`src/rtl/cmd_framer_pkg.sv`:
```
// Shared constants for the command framer: state encodings, mode selectors and
// the running checksum step.
package cmd_framer_pkg;

    localparam int         N_SRC_DEFAULT  = 4;
    localparam logic [7:0] PREFIX_DEFAULT = 8'hAA;

    localparam logic [2:0] ST_IDLE   = 3'd0;
    localparam logic [2:0] ST_PREFIX = 3'd1;
    localparam logic [2:0] ST_SRC    = 3'd2;
    localparam logic [2:0] ST_LEN    = 3'd3;
    localparam logic [2:0] ST_DATA   = 3'd4;
    localparam logic [2:0] ST_CHK    = 3'd5;

    localparam int ARB_RR    = 0;
    localparam int ARB_FIXED = 1;
    localparam int CHK_SUM   = 0;
    localparam int CHK_XOR   = 1;

    function automatic logic [7:0] chk_next(input int mode, input logic [7:0] acc,
                                            input logic [7:0] b);
        return (mode == CHK_XOR) ? (acc ^ b) : (acc + b);
    endfunction

endpackage

```
`src/rtl/cmd_framer_arb.sv`:
```
// Single-cycle arbiter: round-robin starting after ptr, or fixed lowest-index priority.
// Produces a one-hot grant plus its encoded index.
module rr_arbiter
    import cmd_framer_pkg::*;
#(
    parameter int N    = 4,
    parameter int MODE = ARB_RR,
    parameter int IW   = (N > 1) ? $clog2(N) : 1
) (
    input  logic [N-1:0]  req,
    input  logic [IW-1:0] ptr,
    output logic [N-1:0]  grant,
    output logic [IW-1:0] idx
);

    always_comb begin
        logic          found;
        logic [IW-1:0] sel;
        grant = '0;
        idx   = '0;
        found = 1'b0;
        sel   = '0;
        for (int k = 0; k < N; k++) begin
            sel = (MODE == ARB_FIXED) ? IW'(k) : IW'((int'(ptr) + 1 + k) % N);
            if (!found && req[sel]) begin
                found      = 1'b1;
                grant[sel] = 1'b1;
                idx        = sel;
            end
        end
    end

endmodule

```
`src/rtl/cmd_framer.sv`:
```
// N-source packet framer for the byte-wide TX link: PREFIX, SRC, LEN, data, CHK.
// Output register advances only when empty or accepted (valid/ready).
//
// state     | meaning (byte currently held in the output register)
// ----------+------------------------------------------------------
// ST_IDLE   | nothing valid, arbitrating every cycle
// ST_PREFIX | frame start byte
// ST_SRC    | source index byte
// ST_LEN    | payload length byte
// ST_DATA   | payload byte number cnt
// ST_CHK    | checksum byte, tx_last high; re-arbitrates on acceptance
module cmd_framer
    import cmd_framer_pkg::*;
#(
    parameter int         N_SRC    = N_SRC_DEFAULT,
    parameter logic [7:0] PREFIX   = PREFIX_DEFAULT,
    parameter int         ARB_MODE = ARB_RR,
    parameter int         CHK_MODE = CHK_SUM
) (
    input  logic               clk,
    input  logic               rst,
    input  logic [N_SRC-1:0]   have_msg_bus,
    input  logic [8*N_SRC-1:0] data_bus,
    input  logic [8*N_SRC-1:0] len_bus,
    output logic [N_SRC-1:0]   rdreq_bus,
    output logic [7:0]         tx_data,
    output logic               tx_valid,
    output logic               tx_last,
    input  logic               tx_ready,
    output logic               busy
);

    localparam int IW = (N_SRC > 1) ? $clog2(N_SRC) : 1;

    logic [2:0]       state;
    logic [IW-1:0]    src;
    logic [IW-1:0]    rr_ptr;
    logic [IW-1:0]    arb_ptr;
    logic [IW-1:0]    arb_idx;
    logic [N_SRC-1:0] arb_grant;
    logic             arb_any;
    logic [7:0]       len_lat;
    logic [7:0]       cnt;
    logic [7:0]       chk;
    logic [7:0]       src_byte;
    logic [7:0]       cur_data;
    logic [7:0]       cur_len;
    logic [7:0]       data_arr [N_SRC];
    logic [7:0]       len_arr  [N_SRC];
    logic             load;
    logic             take_data;

    for (genvar g = 0; g < N_SRC; g++) begin : g_unpack
        assign data_arr[g] = data_bus[8*g +: 8];
        assign len_arr[g]  = len_bus[8*g +: 8];
    end

    assign cur_data = data_arr[src];
    assign cur_len  = len_arr[src];

    always_comb begin
        src_byte         = '0;
        src_byte[IW-1:0] = src;
    end

    assign load = !tx_valid || tx_ready;

    // On CHK acceptance the pointer is about to become src, so arbitrate against it now.
    assign arb_ptr = (state == ST_CHK) ? src : rr_ptr;

    rr_arbiter #(
        .N    (N_SRC),
        .MODE (ARB_MODE),
        .IW   (IW)
    ) u_arb (
        .req   (have_msg_bus),
        .ptr   (arb_ptr),
        .grant (arb_grant),
        .idx   (arb_idx)
    );

    assign arb_any = |arb_grant;

    assign take_data = load && (((state == ST_LEN) && (len_lat != 8'd0)) ||
                                ((state == ST_DATA) && (cnt != len_lat)));

    always_comb begin
        rdreq_bus = '0;
        if (take_data) begin
            rdreq_bus[src] = 1'b1;
        end
    end

    always_ff @(posedge clk or posedge rst) begin
        if (rst) begin
            state    <= ST_IDLE;
            src      <= '0;
            rr_ptr   <= IW'(N_SRC - 1);
            len_lat  <= '0;
            cnt      <= '0;
            chk      <= '0;
            tx_data  <= '0;
            tx_valid <= 1'b0;
            tx_last  <= 1'b0;
            busy     <= 1'b0;
        end else if (load) begin
            case (state)
                ST_IDLE, ST_CHK: begin
                    if (state == ST_CHK) begin
                        rr_ptr <= src;
                    end
                    chk     <= '0;
                    cnt     <= '0;
                    tx_last <= 1'b0;
                    if (arb_any) begin
                        src      <= arb_idx;
                        tx_data  <= PREFIX;
                        tx_valid <= 1'b1;
                        busy     <= 1'b1;
                        state    <= ST_PREFIX;
                    end else begin
                        tx_valid <= 1'b0;
                        busy     <= 1'b0;
                        state    <= ST_IDLE;
                    end
                end
                ST_PREFIX: begin
                    tx_data <= src_byte;
                    chk     <= src_byte;
                    state   <= ST_SRC;
                end
                ST_SRC: begin
                    len_lat <= cur_len;
                    tx_data <= cur_len;
                    chk     <= chk_next(CHK_MODE, chk, cur_len);
                    state   <= ST_LEN;
                end
                ST_LEN, ST_DATA: begin
                    if (take_data) begin
                        tx_data <= cur_data;
                        chk     <= chk_next(CHK_MODE, chk, cur_data);
                        cnt     <= cnt + 8'd1;
                        state   <= ST_DATA;
                    end else begin
                        tx_data <= chk;
                        tx_last <= 1'b1;
                        state   <= ST_CHK;
                    end
                end
                default: begin
                    tx_valid <= 1'b0;
                    busy     <= 1'b0;
                    state    <= ST_IDLE;
                end
            endcase
        end
    end

endmodule

```
`config.mk`:
```
export PLATFORM = sky130hd
export DESIGN_NAME = cmd_framer
export DESIGN_NICKNAME = d
export VERILOG_FILES = /design/src/rtl/cmd_framer_pkg.sv /design/src/rtl/cmd_framer_arb.sv /design/src/rtl/cmd_framer.sv
export SDC_FILE = /design/constraint.sdc
export NUM_CORES = 1
export LEC_CHECK = 0
export CELL_PAD_IN_SITES_DETAIL_PLACEMENT = 1
export CELL_PAD_IN_SITES_GLOBAL_PLACEMENT = 1
export CORE_MARGIN = 2
export CORE_UTILIZATION = 31
export DETAILED_ROUTE_END_ITERATION = 16
export PLACE_DENSITY_LB_ADDON = 0.1
export SYNTH_ARGS = -nofsm -noshare
export SYNTH_HDL_FRONTEND = slang
export SYNTH_SLANG_ARGS = --single-unit
```
`constraint.sdc`:
```
create_clock -name clk -period 4.3 [get_ports clk]
set_clock_uncertainty 0.2 [all_clocks]
set_input_delay 0.43 -clock clk [delete_from_list [all_inputs] [get_ports clk]]
set_output_delay 0.43 -clock clk [all_outputs]
set_load 0.05 [all_outputs]
```
==> results.cfg, run 1 <==
[outcome]
status = completed

[drt]
dr_total_vias = 3081
viasPerCell = 5.31
drtIter0Drc = 85
drt-wirelength-per-cell_um = 18.7
wl_mm = 10.8
drtPass1Iterations = 7
drc = 0
antenna_left = 0

[synth]
synth-async-reset-ratio_pct = 100
synth_cell_types = 61
yosysSeqAreaShare_pct = 30.6
synth-compound-area-share_pct = 18.0
synthMuxAreaShare_pct = 21.2
syn_nets = 436
synthTopCellsByArea = dfrtp_1 29%, mux4_2 11%, o21ai_0 4.9%
synth_top_area_cell = dfrtp_1
yosys.area_share.simple_pct = 15.4
synthTopCellsByCount = 39 x dfrtp_1, 33 x nand2_1, 33 x o21ai_0
synth_area_um2 = 3360
syn_area_per_cell_um2 = 9.49
synthAdderAreaFrac_pct = 4.32
synth_warnings = 0
synth_xor_area_share_pct = 5.22
synth_top_family_by_area = multiplexers
yosys_most_used_dff = dfrtp_1
synth-edff-count = 0
synth_seq_cells = 41
synth_top_area_share_pct = 29.1
synth_most_common_cell = dfrtp_1
syn-instance-count = 354

[global_routing]
grt_max_degree = 42
grt_pass1_wl_mm = 17.4
antenna_found_initial = 0
grt_use_total_pct = 19.1
grt_overflow = 0
first_global_vias = 3218

[job]
max_cap_viol_count = 0

[worst_setup_path]
path_common_cell = inv_1
required_ps = 4330
cpMaxStageDelayCell = dfrtp_1
critical_path_class = register to register
end_kind = register
start_kind = register
cp.arrival_ps = 3930
slowest_delay_ps = 560
worstPathCellList = inv_1, nand3_1, nand2_1, buf_4, mux2_2, ha_1, inv_1, nor2_1, o31a_1, o41ai_1, xnor2_1, or4_1, o21ai_0
crit_fanout = 14

[die]
start_util_pct = 31.4
die_h_um = 108
num_rows = 38
io_pins = 86
dieArea_um2 = 11700
core_area_um2 = 10700
die_x_um = 108

[layout]
fin_area_um2 = 4500
drive_gt1_share_pct = 15.0
nets = 521
diodes = 0
final_cells = 580
n_fill_cell = 1248
post-route-util_pct = 42.0
area_growth_pct = 33.9

[power_and_ir_drop]
ir_worst_vdd_v = 0.000334
p_total_uw = 3240
clockPowerShare_pct = 8.7
p_switching_uw = 1600
sw_frac_of_total_pct = 49.4
p_comb_share_pct = 68.9
p_leak_uw = 0.00186
seq_power_share_pct = 22.4
internal-power_uw = 1640
power.density_nw_per_um2 = 722

[clock_tree]
clkTransAtPathRegs_ps = 100
clk_latency_ps = 310
cts_tree = done
clock_sinks = 41
cts_resized = 0
numCtsBuffers = 5
holdBufCountCts = 0
cts.root.buffer_cell = clkbuf_8
h-tree-depth = 2
clockBufferDepth = 2
cts_setup_buffers = 0

[place]
dpl_cell_area_um2 = 4400
dp.cells = 572
place.gp.congestion = 0.828
place_hpwl_mm = 8.32
numPortBuffers = 85

[sta]
tightestPinTransition_ps = 792
tns_ps = 0
relSlewSlack_pct = 46.7
finalMaxSlewViolations = 0
finalHoldViolCount = 0
setup_viol = 0
period_share_pct = 90.7
timing.final.crit_period_ps = 3900
max_freq_mhz = 256
rsz0062_at_grt = false

[min_path]
hold_path_class = register to register
[metrics by stage]
| step | setup slack [ps] | hold WS, ps |
|---|---|---|
| after global placement | 552 | 277 |
| after global routing | 170 | 322 |
| after floorplan | 531 | 269 |
| final | 398 | 300 |
| after detailed placement | 467 | 287 |
| after CTS | 448 | 308 |
[logic make-up (layout without fill, tap and decap cells)]
logic type | after synthesis | in the layout
xor+xnor | 20 | 20
fa+ha+maj | 11 | 11
flops | 41 | 41
simple gates | 107 | 107
mux | 47 | 47
compound gates | 88 | 88
buf+inv | 40 | 126
[layout make-up]
cell class	instances	area [um^2]	area share (%)
Multi-Input combinational cell	273	2150	47.9
Clock buffer	6	82.6	1.84
Sequential cell	41	1030	22.9
Timing Repair Buffer	100	976	21.7
Inverter	18	67.6	1.50
Clock inverter	2	13.8	0.306
Tap cell	140	175	3.90
[worst paths after layout]
path                                              from                      to  slack, ps  depth (start not counted)
worst min register to register  tx_data[5]$_DFFE_PP0P_  tx_data[5]$_DFFE_PP0P_        300                          1
min in group asynchronous                          rst  tx_data[4]$_DFFE_PP0P_        370                          3
worst max-delay path              state[0]$_DFFE_PP0P_      chk[7]$_DFFE_PP0P_        400                         13
worst min-delay path            tx_data[5]$_DFFE_PP0P_  tx_data[5]$_DFFE_PP0P_        300                          1
worst max register to register    state[0]$_DFFE_PP0P_      chk[7]$_DFFE_PP0P_        400                         13
max in group asynchronous                          rst   rr_ptr[0]$_DFFE_PP1P_       3140                          3
[cells in the final DEF (no fill, tap or decap), types with 3 or more instances in the layout]
cell type,count
nor4_1,7
clkdlybuf4s50_1,85
mux2_2,13
a22oi_1,3
a31oi_1,3
inv_1,17
and3_1,5
o21ai_0,33
mux2i_1,12
nor2_1,29
o31ai_1,5
nand3_1,12
xnor2_1,7
o21a_1,3
mux4_2,16
dfrtp_1,39
or4_1,3
mux2_4,4
buf_4,14
o2111ai_1,3
a221o_1,4
nor3_1,6
clkbuf_8,6
nand2_1,33
a21oi_1,15
xor2_1,13
ha_1,10
[worst max-delay path, delay by kind of cell (launching register included)]
| kind | cells | cell delay [ps] |
|---|---|---|
| AND/OR/NAND/NOR | 4 | 1150 |
| AO/OA/AOI/OAI | 3 | 500 |
| XOR/XNOR | 1 | 150 |
| flip-flops | 1 | 560 |
| adder cells (fa/ha/maj) | 1 | 280 |
| buffers and inverters | 3 | 580 |
| multiplexers | 1 | 390 |
[routing by layer]
layer	GRT usage (%)	vias up	routed length [um]
met5	0	-	0
met3	2.71	5	362
li1	-	1485	-
met2	31.6	51	5040
met1	27.0	1540	5360
met4	3.30	0	68
[registers in the layout (all words and copies together), names as in the netlist]
register / cells
len_lat: 8
tx_last: 1
chk: 8
state: 3
cnt: 8
tx_data: 8
busy: 1
src: 2
rr_ptr: 2
[power groups by stage]
| stage | clock network [uW] | logic, uW | registers (uW) |
|---|---|---|---|
| 4_1_cts | 294 | 2250 | 729 |
| 5_1_grt | 309 | 2450 | 755 |
| 3_3_place_gp | 0 | 2200 | 728 |
| 6_report | 283 | 2230 | 727 |
| 3_5_place_dp | 0 | 2240 | 735 |
| 2_1_floorplan | 0 | 1520 | 758 |
Power figures use the tool's default switching activity.
==> run 2: changes to the inputs <==
--- a/config.mk
+++ b/config.mk
@@ -13,4 +13,5 @@
 export PLACE_DENSITY_LB_ADDON = 0.1
 export SYNTH_ARGS = -nofsm -noshare
 export SYNTH_HDL_FRONTEND = slang
+export SYNTH_HIERARCHICAL = 1
 export SYNTH_SLANG_ARGS = --single-unit
==> run 2 against run 1 <==
Global-route usage is 0.17 points higher. Final cell count is 6.4% higher. Non-clock buffer count is 4 higher. Sequential cell count stayed put. Clock power is 57% higher. Final area is 6.2% higher. Maximum frequency is 5.1% lower. Critical path type unchanged.
==> results.cfg, run 2 <==
[clock_tree]
clock_sinks = 41
holdBufCountCts = 0
clk_latency_ps = 290
numCtsBuffers = 5
clkTransAtPathRegs_ps = 70
clockBufferDepth = 2
cts.root.buffer_cell = clkbuf_16
h-tree-depth = 2
cts_tree = done

[synth]
synth-compound-area-share_pct = 18.9
synth_warnings = 6
synth_top_area_share_pct = 27.8
synth_seq_cells = 41
syn_area_per_cell_um2 = 9.08
synth_most_common_cell = nand2_1
synth_cell_types = 63
synthTopCellsByArea = dfrtp_1 28%, mux4_2 11%, nand2_1 7.4%
synth_top_area_cell = dfrtp_1
synth-edff-count = 0
yosys.area_share.simple_pct = 19.2
synthMuxAreaShare_pct = 17.9
synthTopCellsByCount = 69 x nand2_1, 39 x dfrtp_1, 25 x nor2_1
synth_area_um2 = 3520
synthAdderAreaFrac_pct = 5.55
syn_nets = 473
yosys_most_used_dff = dfrtp_1
synth_xor_area_share_pct = 3.74
synth-async-reset-ratio_pct = 100
syn-instance-count = 387
synth_top_family_by_area = simple AND/OR/NAND/NOR gates
yosysSeqAreaShare_pct = 29.3

[layout]
fin_area_um2 = 4780
nets = 562
area_growth_pct = 35.9
post-route-util_pct = 43.7
diodes = 0
final_cells = 617
final_common_cell = clkdlybuf4s50_1
n_fill_cell = 1291
drive_gt1_share_pct = 16.1
mostFrequentLayoutCells = 85 x clkdlybuf4s50_1, 69 x nand2_1, 39 x dfrtp_1

[place]
place.gp.congestion = 0.788
dpl_cell_area_um2 = 4570
dp.cells = 608
place_hpwl_mm = 9.17
numPortBuffers = 85

[global_routing]
first_global_vias = 3583
grt_pass1_wl_mm = 18.8
busiest_layer = met2
grt_max_degree = 42
grt_use_total_pct = 19.3
use_met2_pct = 32.2
antenna_found_initial = 0
use_met1_pct = 26.3
grt_overflow = 0
grt.met3_usage_pct = 3.68

[drt]
antenna_left = 0
wl_mm = 11.7
dr_total_vias = 3361
viasPerCell = 5.45
drt-wirelength-per-cell_um = 19.0
drtIter0Drc = 119
drtPass1Iterations = 4
drc = 0

[power_and_ir_drop]
internal-power_uw = 2090
p_comb_share_pct = 72.8
seq_power_share_pct = 16.4
sw_frac_of_total_pct = 49.2
clockPowerShare_pct = 10.8
ir_worst_vdd_v = 0.000332
p_leak_uw = 0.00196
power.density_nw_per_um2 = 862
p_switching_uw = 2030

[worst_setup_path]
path_common_cell = inv_1
cp.arrival_ps = 4070
worstPathCellList = inv_1, nor2_1, nand2_1, mux2_2, buf_4, ha_1, or2_2, and4b_1, o21a_1, a221o_1, or4_4, o221ai_4, inv_1, o2111ai_1, o211ai_1
rrSetupSlack_ps = 190
critical_path_class = register to register
slowest_delay_ps = 590
start_kind = register
crit_fanout = 11
required_ps = 4260
cp_top_family = simple AND/OR/NAND/NOR gates
cpMaxStageDelayCell = or4_4
end_kind = register
critPathBufInv = 3

[job]
max_cap_viol_count = 0

[sta]
tightestPinTransition_ps = 824
tns_ps = 0
finalHoldViolCount = 0
period_share_pct = 95.6
rsz0062_at_grt = false
max_freq_mhz = 243
finalMaxSlewViolations = 0
whs_ps = 300
timing.final.crit_period_ps = 4110
relSlewSlack_pct = 44.7
setup_viol = 0

[die]
dieArea_um2 = 12200
io_pins = 86
die_x_um = 110
core_area_um2 = 10900
die_h_um = 110
num_rows = 38
start_util_pct = 32.2

[outcome]
status = completed

[min_path]
hold_path_class = register to register
[run 2: power groups by stage]
stage | registers (uW) | clock network [uW] | logic (uW)
after floorplan | 798 | 0 | 2040
after global placement | 678 | 0 | 2860
after detailed placement | 681 | 0 | 2940
after CTS | 676 | 453 | 2950
after global routing | 698 | 474 | 3300
final | 676 | 445 | 3000
[run 2: kinds of logic (layout without fill, tap and decap cells)]
kind of cell | count (synthesis) | in the layout
flops | 41 | 41
buf+inv | 40 | 130
compound gates | 92 | 92
xor+xnor | 15 | 15
mux | 39 | 39
fa+ha+maj | 15 | 15
simple gates | 145 | 145
[run 2: final cells by class]
cell class,instances,area [um^2],area share [%]
Clock inverter,3,46.3,0.969
Sequential cell,41,1030,21.5
Multi-Input combinational cell,306,2340,49.0
Inverter,18,67.6,1.41
Timing Repair Buffer,104,993,20.8
Clock buffer,5,125,2.62
Tap cell,140,175,3.67
[run 2: metrics by stage]
stage	setup slack, ps	power [uW]
floorplan	4.02	2840
global placement	267	3540
detailed placement	90.5	3620
CTS	90.3	4080
global route	21.2	4470
finish	190	4120
[run 2: worst paths after layout]
kind	cells after the start	start	end
max in group asynchronous	3	rst	rr_ptr[0]$_DFFE_PP1P_
setup reg to reg	15	state[0]$_DFFE_PP0N_	tx_data[3]$_DFFE_PP0P_
setup / recovery	15	state[0]$_DFFE_PP0N_	tx_data[3]$_DFFE_PP0P_
hold / removal	2	tx_last$_DFFE_PP0P_	tx_last$_DFFE_PP0P_
hold reg to reg	2	tx_last$_DFFE_PP0P_	tx_last$_DFFE_PP0P_
min in group asynchronous	3	rst	len_lat[6]$_DFFE_PP0P_
[run 2: timing repair]
action,4_1_cts,5_1_grt
resized for setup,0,4
setup endpoints to repair,0,8
buffers inserted,0,1
[run 2: worst min-delay path: stages (launching register included)]
cell	delay, ps
dfrtp_1	350
nand2_1	60
o31ai_1	60
[run 2: layer usage]
layer  share of wire (%)  up-vias
li1                    -     1603
met1                  47     1663
met2                  47       87
met3                 4.5        8
met4                0.97        0
met5                   0        -
==> run 3: changes to the inputs <==
--- a/config.mk
+++ b/config.mk
@@ -10,6 +10,7 @@
 export CORE_MARGIN = 2
 export CORE_UTILIZATION = 31
 export DETAILED_ROUTE_END_ITERATION = 16
+export GPL_ROUTABILITY_DRIVEN = 0
 export PLACE_DENSITY_LB_ADDON = 0.1
 export SYNTH_ARGS = -nofsm -noshare
 export SYNTH_HDL_FRONTEND = slang
==> constraint.sdc (replaced) <==
create_clock -name clk -period 5.1 [get_ports clk]
set_clock_uncertainty 0.2 [all_clocks]
set_input_delay 0.51 -clock clk [delete_from_list [all_inputs] [get_ports clk]]
set_output_delay 0.51 -clock clk [all_outputs]
set_load 0.05 [all_outputs]
==> run 3 against run 2 <==
Register-to-register slack improved by 100 ps. Maximum frequency shrank 15%. Global-route usage shrank 0.36 points. Critical endpoint unchanged. Die area did not move. Highest routed layer unchanged. Critical path depth grew 1. Largest cell class unchanged.
==> results.cfg, run 3 (synthesized netlist as in run 2, its figures left out) <==
[outcome]
status = completed

[power_and_ir_drop]
p_leak_uw = 0.00193
internal-power_uw = 1710
seq_power_share_pct = 16.9
power.density_nw_per_um2 = 719
p_comb_share_pct = 70.9
p_switching_uw = 1670
ir_worst_vdd_v = 0.000230
sw_frac_of_total_pct = 49.4
clockPowerShare_pct = 12.2

[global_routing]
grt_max_degree = 42
antenna_found_initial = 0
grt_use_total_pct = 18.9
grt_overflow = 0
grt_pass1_wl_mm = 18.9
first_global_vias = 3597

[min_path]
hold_path_class = register to register

[clock_tree]
clock_sinks = 41
cts_tree = done
clkTransAtPathRegs_ps = 60
cts.root.buffer_cell = clkbuf_16
clockBufferDepth = 2
h-tree-depth = 2
holdBufCountCts = 0
clk_latency_ps = 280
numCtsBuffers = 5

[worst_setup_path]
slowest_delay_ps = 690
cpMaxStageDelayCell = mux4_2
worstPathCellList = inv_1, nor2_1, nand2_1, mux2_2, inv_1, ha_1, mux4_2, a21oi_1, o32ai_1, a221o_1, or4_1, o221ai_2, buf_4, inv_1, o2111ai_1, o211ai_1
critical_path_class = register to register
crit_fanout = 13
required_ps = 5050
start_kind = register
cp.arrival_ps = 4750
end_kind = register
path_common_cell = inv_1

[die]
dieArea_um2 = 12200
start_util_pct = 32.2
core_area_um2 = 10900
die_h_um = 110
die_x_um = 110
io_pins = 86
num_rows = 38

[job]
max_cap_viol_count = 0

[drt]
antenna_left = 0
drc = 0
drt-wirelength-per-cell_um = 18.9
dr_total_vias = 3333
drtPass1Iterations = 4
drtIter0Drc = 132
viasPerCell = 5.46
wl_mm = 11.6

[place]
dpl_cell_area_um2 = 4510
place_hpwl_mm = 8.77
dp.cells = 602
numPortBuffers = 85
pre_cts_ws_ps = 254

[sta]
max_freq_mhz = 208
relSlewSlack_pct = 47.5
finalMaxSlewViolations = 0
timing.final.crit_period_ps = 4810
setup_viol = 0
period_share_pct = 94.3
finalHoldViolCount = 0
worst_slack_ps = 292
tightestPinTransition_ps = 782

[layout]
final_common_cell = clkdlybuf4s50_1
drive_gt1_share_pct = 14.5
final_cells = 610
nets = 555
n_fill_cell = 1262
fin_area_um2 = 4700
mostFrequentLayoutCells = 85 x clkdlybuf4s50_1, 69 x nand2_1, 39 x dfrtp_1
diodes = 0
area_growth_pct = 33.8
post-route-util_pct = 43.0
==> run 3: cell count changes in the layout (fill, tap and decap cells not counted), sizes merged <==
cell / previous run / this run
buf: 19 / 12
bufinv: 1 / 2
clkinvlp: 1 / 0
==> run 3: cell type report <==
type | count | area [um^2] | area share, %
timing repair buffer | 97 | 941 | 20.0
clock buffer | 5 | 125 | 2.66
sequential | 41 | 1030 | 21.9
tap | 140 | 175 | 3.72
multi-input combinational | 306 | 2300 | 48.9
inverter | 18 | 67.6 | 1.44
clock inverter | 3 | 65.1 | 1.38
==> run 3: timing repair <==
| item | 4_1_cts | 5_1_grt |
|---|---|---|
| resized for setup | 0 | 1 |
| setup endpoints to repair | 0 | 2 |
| setup buffers | 0 | 0 |
==> run 3: power groups by stage <==
| stage | clock [uW] | sequential, uW | combinational [uW] |
|---|---|---|---|
| 2_1_floorplan | 0 | 672 | 1660 |
| 3_3_place_gp | 0 | 572 | 2320 |
| 3_5_place_dp | 0 | 576 | 2380 |
| 4_1_cts | 418 | 574 | 2400 |
| 5_1_grt | 430 | 588 | 2660 |
| 6_report | 411 | 572 | 2400 |
==> run 3: worst max-delay path: cells and delay by family, from the launching register on <==
| family | cells | cell delay (ps) |
|---|---|---|
| AO/OA/AOI/OAI | 6 | 1160 |
| adder cells (fa/ha/maj) | 1 | 470 |
| buffers and inverters | 4 | 530 |
| flip-flops | 1 | 340 |
| multiplexers | 2 | 1090 |
| AND/OR/NAND/NOR | 3 | 880 |
==> run 3: final timing paths <==
check                                      from                      to  slack [ps]  depth (start not counted)
min reg2reg                 tx_last$_DFFE_PP0P_     tx_last$_DFFE_PP0P_         310                          2
max                        state[0]$_DFFE_PP0N_  tx_data[3]$_DFFE_PP0P_         290                         16
max reg2reg                state[0]$_DFFE_PP0N_  tx_data[3]$_DFFE_PP0P_         290                         16
max in group asynchronous                   rst    state[0]$_DFFE_PP0N_        3830                          3
min in group asynchronous                   rst  len_lat[7]$_DFFE_PP0P_         470                          3
min                         tx_last$_DFFE_PP0P_     tx_last$_DFFE_PP0P_         310                          2
==> run 3: stage by stage <==
stage | hold WS [ps] | setup TNS, ps | total power [uW]
finish | 314 | 0 | 3380
detailed placement | 311 | 0 | 2950
floorplan | 277 | 0 | 2330
global route | 345 | -41.6 | 3680
CTS | 328 | 0 | 3390
global placement | 284 | 0 | 2890
==> run 3: per-layer routing <==
metal	vias to the layer above	routed length [um]	GRT usage, %
met5	-	0	0
met4	0	142	4.17
met3	15	457	3.57
met2	77	5480	31.0
li1	1583	-	-
met1	1658	5480	26.0
